**src/rtl/logic_gate_array_if.sv**
```systemverilog
// Mode-write channel of the logic gate array: a valid/ready write of a
// 3-bit function code into one gate channel.
interface logic_gate_array_if;
    logic       cfg_valid;
    logic       cfg_ready;
    logic [3:0] cfg_chan;
    logic [2:0] cfg_mode;

    modport master (
        output cfg_valid,
        output cfg_chan,
        output cfg_mode,
        input  cfg_ready
    );

    modport slave (
        input  cfg_valid,
        input  cfg_chan,
        input  cfg_mode,
        output cfg_ready
    );
endinterface

```
**src/rtl/logic_gate_array.sv**
```systemverilog
// Array of configurable logic gates. Each channel applies its stored function
// to its input slice; results travel down a DELAY-deep shift line to emulate
// propagation delay. A toggle counter watches one selected output.
module logic_gate_array #(
    parameter int CHANNELS = 4,
    parameter int INPUTS   = 2,
    parameter int DELAY    = 2
) (
    input  logic                         clk,
    input  logic                         rst_n,
    input  logic [CHANNELS*INPUTS-1:0]   a,
    output logic [CHANNELS-1:0]          y,
    output logic                         y_valid,
    logic_gate_array_if.slave            cfg,
    input  logic [3:0]                   tgl_sel,
    input  logic                         tgl_clr,
    output logic [15:0]                  tgl_count
);

    localparam int CW = $clog2(DELAY + 1);

    typedef enum logic {
        CFG_IDLE,
        CFG_BUSY
    } cfg_state_t;

    cfg_state_t            cfg_state, cfg_state_nx;
    logic [CW-1:0]         busy_cnt, busy_cnt_nx;
    logic                  cfg_accept;

    logic [2:0]            mode [CHANNELS];
    logic [CHANNELS-1:0]   f_vec;
    logic [CHANNELS-1:0]   sh [DELAY];
    logic [CHANNELS-1:0]   y_next;
    logic [CW-1:0]         fill_cnt;
    logic                  sel_change;

    // Gate evaluation: each channel's function applied to its input slice
    always_comb begin
        f_vec = '0;
        for (int unsigned c = 0; c < CHANNELS; c++) begin : g_eval
            logic [INPUTS-1:0] g;
            g = a[c*INPUTS +: INPUTS];
            case (mode[c])
                3'b000:  f_vec[c] = &g;
                3'b001:  f_vec[c] = ~&g;
                3'b010:  f_vec[c] = |g;
                3'b011:  f_vec[c] = ~|g;
                3'b100:  f_vec[c] = ^g;
                3'b101:  f_vec[c] = ~^g;
                3'b110:  f_vec[c] = g[0];
                default: f_vec[c] = ~g[0];
            endcase
        end
    end

    // Mode table: written on an accepted write to an existing channel
    always_ff @(posedge clk or negedge rst_n) begin
        if (!rst_n) begin
            for (int unsigned c = 0; c < CHANNELS; c++) mode[c] <= '0;
        end else if (cfg_accept) begin
            for (int unsigned c = 0; c < CHANNELS; c++) begin
                if (4'(c) == cfg.cfg_chan) mode[c] <= cfg.cfg_mode;
            end
        end
    end

    // Propagation-delay shift line: stage 0 captures fresh gate results
    always_ff @(posedge clk or negedge rst_n) begin
        if (!rst_n) begin
            for (int unsigned s = 0; s < DELAY; s++) sh[s] <= '0;
        end else begin
            sh[0] <= f_vec;
            for (int unsigned s = 1; s < DELAY; s++) sh[s] <= sh[s-1];
        end
    end

    assign y = sh[DELAY-1];

    // y_next is what y will hold after the coming edge
    generate
        if (DELAY == 1) begin : g_next_direct
            assign y_next = f_vec;
        end else begin : g_next_line
            assign y_next = sh[DELAY-2];
        end
    endgenerate

    // Fill counter: y_valid once DELAY edges have passed since reset
    always_ff @(posedge clk or negedge rst_n) begin
        if (!rst_n) begin
            fill_cnt <= '0;
        end else if (fill_cnt != CW'(DELAY)) begin
            fill_cnt <= fill_cnt + CW'(1);
        end
    end

    assign y_valid = (fill_cnt == CW'(DELAY));

    // Write-handshake state register
    always_ff @(posedge clk or negedge rst_n) begin
        if (!rst_n) begin
            cfg_state <= CFG_IDLE;
            busy_cnt  <= '0;
        end else begin
            cfg_state <= cfg_state_nx;
            busy_cnt  <= busy_cnt_nx;
        end
    end

    // Write handshake: after an accept, hold ready low for DELAY cycles
    always_comb begin
        cfg_state_nx  = cfg_state;
        busy_cnt_nx   = busy_cnt;
        cfg.cfg_ready = (cfg_state == CFG_IDLE);
        cfg_accept    = cfg.cfg_valid && (cfg_state == CFG_IDLE);
        case (cfg_state)
            CFG_IDLE: begin
                if (cfg_accept) begin
                    cfg_state_nx = CFG_BUSY;
                    busy_cnt_nx  = CW'(DELAY);
                end
            end
            default: begin
                busy_cnt_nx = busy_cnt - CW'(1);
                if (busy_cnt == CW'(1)) cfg_state_nx = CFG_IDLE;
            end
        endcase
    end

    // Detect a transition of the monitored output across the coming edge
    always_comb begin
        sel_change = 1'b0;
        for (int unsigned c = 0; c < CHANNELS; c++) begin
            if (4'(c) == tgl_sel) sel_change = y_next[c] ^ y[c];
        end
    end

    // Saturating toggle counter; clear wins over increment
    always_ff @(posedge clk or negedge rst_n) begin
        if (!rst_n) begin
            tgl_count <= '0;
        end else if (tgl_clr) begin
            tgl_count <= '0;
        end else if (y_valid && sel_change && (tgl_count != '1)) begin
            tgl_count <= tgl_count + 16'd1;
        end
    end

endmodule

```
**src/flat_wrapper.sv**
```systemverilog
// flat-port wrapper written by rule: the top's interface ports become plain ports
module logic_gate_array_flat 
#(
    parameter int CHANNELS = 4,
    parameter int INPUTS   = 2,
    parameter int DELAY    = 2
)
  (clk, rst_n, a, y, y_valid, tgl_sel, tgl_clr, tgl_count, cfg_cfg_valid, cfg_cfg_chan, cfg_cfg_mode, cfg_cfg_ready);
  logic_gate_array_if cfg_i ();
  input  logic clk;
  input  logic rst_n;
  input  logic [CHANNELS*INPUTS-1:0] a;
  output logic [CHANNELS-1:0] y;
  output logic y_valid;
  input  logic [3:0] tgl_sel;
  input  logic tgl_clr;
  output logic [15:0] tgl_count;
  input wire logic [$bits(cfg_i.cfg_valid)-1:0] cfg_cfg_valid;
  input wire logic [$bits(cfg_i.cfg_chan)-1:0] cfg_cfg_chan;
  input wire logic [$bits(cfg_i.cfg_mode)-1:0] cfg_cfg_mode;
  output wire logic [$bits(cfg_i.cfg_ready)-1:0] cfg_cfg_ready;
  assign cfg_i.cfg_valid = cfg_cfg_valid;
  assign cfg_i.cfg_chan = cfg_cfg_chan;
  assign cfg_i.cfg_mode = cfg_cfg_mode;
  assign cfg_cfg_ready = cfg_i.cfg_ready;
  logic_gate_array #(.CHANNELS(CHANNELS), .INPUTS(INPUTS), .DELAY(DELAY)) u_core (.clk(clk), .rst_n(rst_n), .a(a), .y(y), .y_valid(y_valid), .cfg(cfg_i), .tgl_sel(tgl_sel), .tgl_clr(tgl_clr), .tgl_count(tgl_count));
endmodule
```
**config.mk**
```make
export PLATFORM = sky130hd
export DESIGN_NAME = logic_gate_array_flat
export DESIGN_NICKNAME = d
export VERILOG_FILES = /design/src/rtl/logic_gate_array_if.sv /design/src/rtl/logic_gate_array.sv /design/src/flat_wrapper.sv
export SDC_FILE = /design/constraint.sdc
export NUM_CORES = 1
export LEC_CHECK = 0
export BUFFER_PORTS_ARGS = -buffer_cell sky130_fd_sc_hd__buf_2
export CORE_AREA = 3 3 93 51
export CTS_BUF_LIST = sky130_fd_sc_hd__clkbuf_2 sky130_fd_sc_hd__clkbuf_4 sky130_fd_sc_hd__clkbuf_8
export CTS_CLUSTER_DIAMETER = 60
export DETAILED_ROUTE_END_ITERATION = 7
export DIE_AREA = 0 0 96 54
export GPL_TIMING_DRIVEN = 0
export PLACE_DENSITY = 0.79
export RECOVER_POWER = 50
export SYNTH_ARGS = -nofsm -noshare
export SYNTH_HDL_FRONTEND = slang
export SYNTH_SLANG_ARGS = --single-unit
```
**constraint.sdc**
```tcl
create_clock -name clk -period 2 [get_ports clk]
set_input_delay 0.1 -clock clk [delete_from_list [all_inputs] [get_ports clk]]
set_output_delay 0.1 -clock clk [all_outputs]
set_load 0.005 [all_outputs]
```
==> flow_summary_export.csv, run 1 <==
group,metric,value,unit
route,via_per_inst,5.73,
finish,drive_gt1_frac,0.337,
synthesis,synth-warning-count,0,
run,max_cap_violations,0,
power,clockPowerShare,0.275,
worst_setup_path,critPathRequiredTime,2.15,ns
synthesis,post_synth.cell_area_avg,10.9,um^2
placement,placed_cell_area,2460,um^2
worst_setup_path,end_kind,"register",
sta,period_share,0.997,
synthesis,synth_area,2180,um^2
synthesis,synthCells,200,
synthesis,synth.most_common_cell,"dfrtp_1",
cts,cts.sinks,41,
global_route,grt_pass1_wl,7.77,mm
synthesis,yosysTopAreaCellShare,0.471,
placement,dp_hpwl,3.26,mm
sta,tns,0,ns
hold_path,hold_end,"u_core.mode[11]",
worst_setup_path,crit_path_start_kind,"register",
worst_setup_path,crit_arrival,2.15,ns
route,detail_route.wl_per_cell,15.7,um
global_route,grt_pass1_vias,1714,
synthesis,synth_ff_type,"dfrtp_1",
die,die_y,54,um
route,drtPass1Iterations,4,
sta,hold_viol_final,0,
power,p_seq_frac,0.473,
synthesis,ys_types,35,
global_route,antenna_found_initial,0,
die,initial_core_util,0.558,
die,row_count,16,
route,drt_iter0_drc,61,
sta,period_needed,1.99,ns
power,p_comb_frac,0.253,
finish,syn_to_final_growth,27.2,%
hold_path,holdPathStages,2,
hold_path,hold_class,"in -> reg",
placement,place.gp.congestion,0.836,
sta,skew,0.00830,ns
cts,htreeDepth,2,
sta,grt_setup_unrepaired,"yes",
power,netSwitchingFraction,0.293,
die,die_x,96,um
sta,slew_violations,0,
worst_setup_path,r2r_cells,8,
synthesis,async_reset_ff_frac,1.00,
die,io_pins,45,
route,vias,1789,
hold_path,hold_start,"cfg_cfg_mode[2]",
power,finalPower,2.53,mW
worst_setup_path,crit_fanout,10,
synthesis,synthTopCellsByCount,"41 x dfrtp_1, 17 x inv_1, 14 x mux2_1",
power,p_per_area,913,nW/um^2
cts,cts_buffers,5,
power,p_int,1.79,mW
global_route,grt_max_degree,42,
finish,diodes,0,
synthesis,synth-seq-cells,41,
power,p_leak,1.28,nW
finish,nets,291,
worst_setup_path,critPathKind,"reg -> reg",
sta,fmax,501,MHz
sta,tightest_slew,0.896,ns
synthesis,synth.area.top_cells,"dfrtp_1 47%, mux2_1 7.2%, ha_1 6.3%",
sta,fin_hold_ws,0.0809,ns
finish,instances_no_fill,312,
die,core,3900,um^2
sta,maxSlewHeadroom,0.403,
cts,cts_tree,"built",
worst_setup_path,r2r_start,"u_core.tgl_count[1]",
synthesis,synth_fp_nets,234,
global_route,grtUsageTotal,0.197,
route,ant_nets,0,
worst_setup_path,rrSetupSlack,0.005,ns
finish,final_area,2770,um^2
cts,cts-root-buf,"clkbuf_8",
power,ir_drop,580,uV
outcome,status,"completed",
worst_setup_path,r2r-end,"u_core.tgl_count[11]",
route,routed_wl,4.89,mm
placement,io_buffers,43,
cts,clock_latency,0.29,ns
sta,setup_viol,0,
die,dieArea,5180,um^2
synthesis,synth_edf_count,0,
global_route,grt_remaining_overflow,0,
synthesis,synth_area_leader_cell,"dfrtp_1",
power,power.switching,0.740,mW
cts,clk_pin_slew_worst_paths,0.08,ns
placement,dp.cells,297,
route,drcViolationCount,0,
synthesis,ys_seq_area_frac,0.471,
cts,clockBufferDepth,2,
-- kinds of logic (layout without fill, tap and decap cells) --
logic type / count (synthesis) / in the layout / synth area share
DFF: 41 / 41 / 0.471
AOI/OAI and AO/OA: 31 / 31 / 0.0874
and+or+nand+nor: 60 / 60 / 0.162
muxes: 20 / 20 / 0.123
buffers and inverters: 28 / 86 / 0.0569
adders and majority gates: 11 / 11 / 0.0632
xor gates and xnor gates: 9 / 9 / 0.0362
-- cells in the final DEF (no fill, tap or decap), types with 4 or more instances in the layout --
cell,netlist,layout
buf_4,1,7
ha_1,11,9
buf_2,0,38
nand3_1,7,7
buf_6,2,5
nor2_1,7,7
xnor2_1,5,5
o31ai_2,0,5
dfrtp_1,41,38
xor2_1,4,4
or4_1,11,10
inv_1,17,16
clkbuf_8,0,6
a21oi_1,13,11
mux2_1,14,14
o21ai_0,4,4
clkbuf_1,5,6
nand4_1,4,4
mux4_2,4,4
nand2_1,10,10
o31ai_1,11,6
-- registers in the layout (all words and copies together) (netlist names) --
signal,count
u_core.cfg_state,1
u_core.y_next,4
u_core.mode,12
u_core.y,4
u_core.busy_cnt,2
u_core.tgl_count,16
u_core.fill_cnt,2
-- layer usage --
layer  track usage  vias up  wire length (um)
li1              -      834                 -
met1         0.250      881              2110
met2         0.345       61              2430
met3        0.0405       13               259
met4        0.0613        0                87
met5             0        -                 0
-- cell type report --
| type | count | area (um^2) |
|---|---|---|
| Clock inverter | 2 | 37.5 |
| Sequential cell | 41 | 1030 |
| Multi-Input combinational cell | 131 | 1140 |
| Tap cell | 54 | 67.6 |
| Clock buffer | 6 | 82.6 |
| Timing Repair Buffer | 51 | 275 |
| Buffer | 9 | 71.3 |
| Inverter | 18 | 67.6 |
| Fill cell | 293 | 1130 |
-- power by group through the flow --
stage	clock network, mW	logic (mW)	registers (mW)
finish	0.694	0.639	1.20
global route	0.741	0.710	1.23
CTS	0.702	0.609	1.20
detailed placement	0	0.571	1.22
global placement	0	0.537	1.20
floorplan	0	0.382	1.19
-- per-stage QoR --
| step | setup WS [ns] | util |
|---|---|---|
| finish | 0.00521 | 0.709 |
| global route | -0.0604 | 0.709 |
| CTS | 0.00287 | 0.676 |
| detailed placement | -0.156 | 0.630 |
| global placement | -0.0904 | 0.630 |
| floorplan | 0.113 | - |
-- timing repair --
item | CTS | global route
setup buffers | 1 | 5
endpoints found under the hold margin | 41 | 0
hold buffers | 1 | 0
setup endpoints to repair | 15 | 16
pin swaps | 1 | 5
gates resized for setup | 10 | 27
gates cloned | 1 | 0
-- how the worst max path moves through the flow --
stage	from	end	slack (ns)	depth (start not counted)
3_3_place_gp	u_core.fill_cnt[0]	u_core.tgl_count[14]	-0.09	8
4_1_cts	u_core.fill_cnt[0]	u_core.tgl_count[3]	0.003	7
3_5_place_dp	u_core.fill_cnt[0]	u_core.tgl_count[14]	-0.16	8
6_report	u_core.tgl_count[1]	u_core.tgl_count[11]	0.005	8
2_1_floorplan	u_core.tgl_count[0]	u_core.tgl_count[12]	0.11	7
5_1_grt	u_core.tgl_count[1]	u_core.tgl_count[11]	-0.06	8
-- worst max-delay path, stage by stage (launching register included) --
cell and delay (ns):
dfrtp_2 0.45, ha_4 0.18, and3_2 0.25, and4_4 0.18, buf_6 0.13, buf_6 0.13, buf_4 0.18, o31ai_1 0.26
a21oi_1 0.10
Power figures use the tool's default switching activity.
==> inputs of run 2 (changes only) <==
Settings changed: ABC_AREA from default to 1, CORE_AREA 3 3 93 51 to 3 3 96 52, DIE_AREA 0 0 96 54 to 0 0 99 55, PLACE_DENSITY 0.79 to 0.81.
==> run 2 against run 1 <==
Compared with the run above:
- flip-flop and latch count is the same
- final area up 0.90%
- area after synthesis increased by 11%
- sequential power is essentially flat
- critical path type unchanged
- critical endpoint is now u_core.tgl_count[8]
- largest power group unchanged
- highest routed layer unchanged
==> flow_summary_export.csv, run 2 <==
group,metric,value,unit
outcome,status,"completed",
worst_setup_path,critPathRequiredTime,2.19,ns
cts,cts.sinks,41,
synthesis,synth_area_leader_cell,"dfrtp_1",
power,p_leak,1.50,nW
worst_setup_path,crit_path_start,"u_core.tgl_count[0]",
run,max_cap_violations,0,
die,die_y,55,um
worst_setup_path,path_common_cell,"nand3_2",
route,drcViolationCount,0,
placement,place.gp.congestion,0.966,
synthesis,ys_seq_area_frac,0.423,
sta,grt_setup_unrepaired,"no",
finish,final_common_cell,"nand2_1",
sta,setup_viol,0,
finish,largest_reg_flops,16,
sta,fin_ws,0.260,ns
cts,htreeDepth,2,
finish,seq_area,1030,um^2
finish,regMostFlops,"u_core.tgl_count",
finish,drive_gt1_frac,0.149,
route,ant_nets,0,
route,via_per_inst,5.22,
synthesis,synthTopCellsByCount,"75 x nand2_1, 51 x inv_1, 41 x dfrtp_1, 41 x nand3_1, 22 x nor2_1",
worst_setup_path,critPathKind,"reg -> reg",
finish,diodes,0,
die,row_count,17,
sta,maxSlewHeadroom,0.309,
finish,nets,401,
synthesis,async_reset_ff_frac,1.00,
placement,io_buffers,44,
finish,final_cell_mix,"75 x nand2_1, 51 x inv_1, 41 x nand3_1, 41 x dfrtp_1, 29 x buf_2",
sta,hold_viol_final,0,
worst_setup_path,crit_arrival,1.93,ns
route,vias,2219,
synthesis,synth_edf_count,0,
global_route,grtUsageTotal,0.217,
synthesis,synth-warning-count,0,
global_route,grt_pass1_wl,9.05,mm
finish,multiInputGateArea,1160,um^2
cts,cts_buffers,5,
sta,period_share,0.870,
hold_path,hold_class,"in -> reg",
synthesis,synth_area,2420,um^2
worst_setup_path,r2r_start,"u_core.tgl_count[0]",
placement,dp_slack,0.270,ns
synthesis,yosysTopAreaCellShare,0.423,
worst_setup_path,cpPeakStageDelay,0.43,ns
power,ir_drop,449,uV
cts,postCtsSetupBuffers,0,
cts,cts-root-buf,"clkbuf_8",
die,die_x,99,um
worst_setup_path,crit_fanout,10,
placement,dp_hpwl,4.37,mm
power,p_comb_frac,0.264,
worst_setup_path,end_kind,"register",
synthesis,post_synth.cell_area_avg,7.70,um^2
die,core,4280,um^2
die,initial_core_util,0.567,
worst_setup_path,cp_slowest_cell,"dfrtp_1",
global_route,grt_remaining_overflow,0,
finish,nFillCells,378,
route,drt_iter0_drc,136,
cts,cts_tree,"built",
finish,reg_top3,"u_core.tgl_count: 16 flops, u_core.mode: 12 flops",
power,p_int,1.54,mW
die,io_pins,45,
global_route,grt_max_degree,42,
power,netSwitchingFraction,0.351,
finish,syn_to_final_growth,15.2,%
sta,period_needed,1.74,ns
global_route,antenna_found_initial,0,
synthesis,synth_fp_nets,349,
route,routed_wl,5.61,mm
route,drtPass1Iterations,4,
synthesis,synth.most_common_cell,"nand2_1",
synthesis,synth.area.top_cells,"dfrtp_1 42%, nand2_1 12%, nand3_1 8.5%",
cts,ctsResizeCount,0,
power,power.switching,0.833,mW
sta,tns,0,ns
synthesis,ys_types,26,
die,dieArea,5450,um^2
sta,fmax,575,MHz
hold_path,hold_start,"cfg_cfg_valid",
synthesis,synthCells,315,
synthesis,synth_ff_type,"dfrtp_1",
power,p_seq_frac,0.506,
cts,hold_buffers,1,
cts,clock_latency,0.30,ns
sta,fin_hold_ws,0.0667,ns
worst_setup_path,worstPathCellList,"ha_1, nand3_2, inv_2, nand3_2, nor2_2, nor2_1, nand2_4, buf_8, nand3_1, nand2_1",
cts,clk_pin_slew_worst_paths,0.08,ns
power,p_per_area,851,nW/um^2
global_route,grt_pass1_vias,1897,
sta,skew,0.00538,ns
sta,tightest_slew,1.04,ns
power,clockPowerShare,0.230,
cts,clockBufferDepth,2,
route,detail_route.wl_per_cell,13.2,um
synthesis,synth-seq-cells,41,
sta,slew_violations,0,
worst_setup_path,crit_path_start_kind,"register",
## run 2: changes by cell type after synthesis, sizes merged, moves of 5 or more
cell and delta:
nand2 +69, nand3 +36, inv +34, nor2 +22, mux2 -14, o21ai +14
o31ai -11, or4 -11, a21oi -8, and3 -5, clkbuf -5, xor2 +5
## run 2: cell families (layout without fill, tap and decap cells)
kind of cell / count (synthesis) / in the layout / share of synthesized area
flip-flops: 41 / 41 / 0.423
adder cells (fa/ha/maj): 11 / 11 / 0.0568
XOR/XNOR: 12 / 12 / 0.0433
AO/OA/AOI/OAI: 31 / 31 / 0.0712
AND/OR/NAND/NOR: 163 / 163 / 0.309
buffers and inverters: 57 / 110 / 0.0965
## run 2: worst paths after layout
path	end	slack [ns]	cells after the start
setup / recovery	u_core.tgl_count[8]	0.26	10
hold / removal	u_core.cfg_state	0.07	3
setup reg to reg	u_core.tgl_count[8]	0.26	10
hold reg to reg	u_core.y[1]	0.40	0
max in group asynchronous	u_core.mode[0]	0.85	2
min in group asynchronous	u_core.tgl_count[11]	0.51	2
## run 2: cell type report
class                      instances  share of cell area
tap                               57              0.0255
buffer                             5              0.0139
multi-input combinational        217               0.417
inverter                          52              0.0699
timing repair buffer              45              0.0757
sequential                        41               0.367
clock buffer                       5              0.0246
clock inverter                     3             0.00627
## run 2: worst max-delay path, delay by kind of cell (launching register included)
kind                       cells  cell delay, ns
adders and majority gates      1            0.28
buffers and inverters          2            0.23
DFF                            1            0.43
and+or+nand+nor                7            0.68
## run 2: metrics by stage
stage,utilization,std cells,instance area [um^2],power [mW]
5_1_grt,0.653,425,2790,2.56
3_3_place_gp,0.635,416,2720,1.80
2_1_floorplan,-,315,2420,1.62
4_1_cts,0.658,425,2810,2.39
3_5_place_dp,0.635,416,2720,1.85
6_report,0.653,425,2790,2.38
## run 2: per-layer routing
| layer | share of wire | global-route usage | vias up |
|---|---|---|---|
| met3 | 0.085 | 0.0538 | 5 |
| met4 | 0.0073 | 0.0499 | 0 |
| met1 | 0.50 | 0.330 | 1030 |
| met5 | 0 | 0 | - |
| met2 | 0.40 | 0.308 | 75 |
| li1 | - | - | 1109 |
## run 2: power by group through the flow
| stage | Clock [mW] | Sequential, mW | Combinational, mW |
|---|---|---|---|
| final | 0.546 | 1.20 | 0.628 |
| after global routing | 0.593 | 1.24 | 0.729 |
| after CTS | 0.552 | 1.20 | 0.639 |
| after detailed placement | 0 | 1.22 | 0.633 |
| after global placement | 0 | 1.21 | 0.595 |
| after floorplan | 0 | 1.19 | 0.431 |
==> inputs of run 3 (changes only) <==
Settings changed: HOLD_SLACK_MARGIN from default to 0.15.
==> run 3 against run 2 <==
Compared with the run above:
- wire length increased by 0.80%
- clock power about the same
- first-iteration DRC count decreased by 9.6%
- final cell count increased by 1.2%
- register-to-register slack about the same
- final area increased by 1.7%
- sequential power about the same
- flip-flop and latch count unchanged
- highest routed layer unchanged
==> flow_summary_export.csv, run 3 (same netlist as run 2, synthesis figures left out) <==
group,metric,value,unit
finish,nets,406,
worst_setup_path,critPathRequiredTime,2.19,ns
route,drcViolationCount,0,
sta,slew_violations,0,
worst_setup_path,crit_path_start_kind,"register",
worst_setup_path,end_kind,"register",
sta,tns,0,ns
sta,period_share,0.868,
placement,dp_hpwl,4.37,mm
power,p_per_area,838,nW/um^2
sta,grt_setup_unrepaired,"no",
cts,cts-root-buf,"clkbuf_8",
cts,clockBufferDepth,2,
sta,hold_viol_final,0,
route,detail_route.wl_per_cell,13.2,um
placement,dp_slack,0.270,ns
placement,place.gp.congestion,0.966,
sta,fin_ws,0.264,ns
global_route,grt_remaining_overflow,0,
global_route,grt_pass1_wl,9.18,mm
die,io_pins,45,
cts,cts.sinks,41,
global_route,grt_pass1_vias,1925,
hold_path,hold_class,"in -> reg",
power,p_leak,1.52,nW
global_route,antenna_found_initial,0,
worst_setup_path,crit_fanout,10,
die,die_x,99,um
sta,tightest_slew,1.03,ns
route,drt_iter0_drc,123,
cts,clk_pin_slew_worst_paths,0.08,ns
sta,period_needed,1.74,ns
global_route,grtUsageTotal,0.220,
die,dieArea,5450,um^2
die,core,4280,um^2
global_route,grt_max_degree,42,
worst_setup_path,critPathKind,"reg -> reg",
finish,largest_reg_flops,16,
cts,cts_tree,"built",
outcome,status,"completed",
die,die_y,55,um
die,initial_core_util,0.567,
finish,reg_top3,"u_core.tgl_count: 16 flops, u_core.mode: 12 flops",
finish,drive_gt1_frac,0.145,
cts,cts_buffers,5,
placement,io_buffers,44,
cts,clock_latency,0.30,ns
finish,regMostFlops,"u_core.tgl_count",
sta,fmax,576,MHz
route,vias,2237,
power,ir_drop,447,uV
die,row_count,17,
run,max_cap_violations,0,
route,ant_nets,0,
sta,skew,0.00553,ns
worst_setup_path,crit_arrival,1.93,ns
sta,setup_viol,0,
finish,final_cell_mix,"75 x nand2_1, 51 x inv_1, 41 x nand3_1, 41 x dfrtp_1, 28 x buf_2",
route,via_per_inst,5.20,
cts,ctsResizeCount,0,
finish,syn_to_final_growth,17.2,%
sta,maxSlewHeadroom,0.312,
cts,htreeDepth,2,
route,routed_wl,5.66,mm
finish,diodes,0,
route,drtPass1Iterations,4,
finish,final_common_cell,"nand2_1",
==> run 3: cell count changes in the layout (fill, tap and decap cells not counted), sizes merged <==
cell	previous run	this run
dlygate4sd3	1	6
buf	33	32
clkbuf	21	22
==> run 3: routing by layer <==
layer / vias up / global-route usage / wire, um
met4: 0 / 0.0499 / 47
li1: 1118 / - / -
met1: 1023 / 0.332 / 2780
met2: 89 / 0.317 / 2270
met5: - / 0 / 0
met3: 7 / 0.0538 / 561
==> run 3: final cells by class <==
cell class                      instances  area [um^2]
Buffer                                  5         38.8
Clock buffer                            5         68.8
Clock inverter                          3         17.5
Fill cell                             368         1430
Inverter                               52          195
Multi-Input combinational cell        217         1160
Sequential cell                        41         1030
Tap cell                               57         71.3
Timing Repair Buffer                   50          260
==> run 3: per-stage QoR <==
| stage | cells | hold WS, ns | cell area [um^2] | power (mW) | utilization |
|---|---|---|---|---|---|
| floorplan | 315 | -0.196 | 2420 | 1.62 | - |
| global placement | 416 | 0.280 | 2720 | 1.80 | 0.635 |
| detailed placement | 416 | 0.282 | 2720 | 1.85 | 0.635 |
| CTS | 430 | 0.234 | 2860 | 2.40 | 0.670 |
| global route | 430 | 0.274 | 2840 | 2.57 | 0.665 |
| finish | 430 | 0.233 | 2840 | 2.38 | 0.665 |
==> run 3: worst max-delay path, cell delays in order (launching register included) <==
cell,delay (ns)
dfrtp_1,0.43
ha_1,0.28
nand3_2,0.16
inv_2,0.07
nand3_2,0.06
nor2_2,0.03
nor2_1,0.17
nand2_4,0.13
buf_8,0.16
nand3_1,0.06
nand2_1,0.06
==> run 3: what timing repair did <==
| item | 4_1_cts | 5_1_grt |
|---|---|---|
| hold endpoints to repair | 50 | 0 |
| setup buffers | 0 | 0 |
| hold buffers | 6 | 0 |
==> run 3: report_power, final <==
part / internal [mW] / total, mW / switching [mW]
Sequential: 1.04 / 1.20 / 0.163
Combinational: 0.269 / 0.633 / 0.364
Clock: 0.241 / 0.548 / 0.307
Total: 1.55 / 2.38 / 0.834
==> run 3: final timing paths <==
path	from	depth (start not counted)	endpoint	slack, ns
max in group asynchronous	rst_n	2	u_core.mode[0]	0.86
worst min register to register	u_core.y_next[1]	0	u_core.y[1]	0.40
worst max-delay path	u_core.tgl_count[0]	10	u_core.tgl_count[8]	0.26
worst max register to register	u_core.tgl_count[0]	10	u_core.tgl_count[8]	0.26
min in group asynchronous	rst_n	2	u_core.tgl_count[11]	0.51
worst min-delay path	a[4]	6	u_core.y_next[2]	0.23
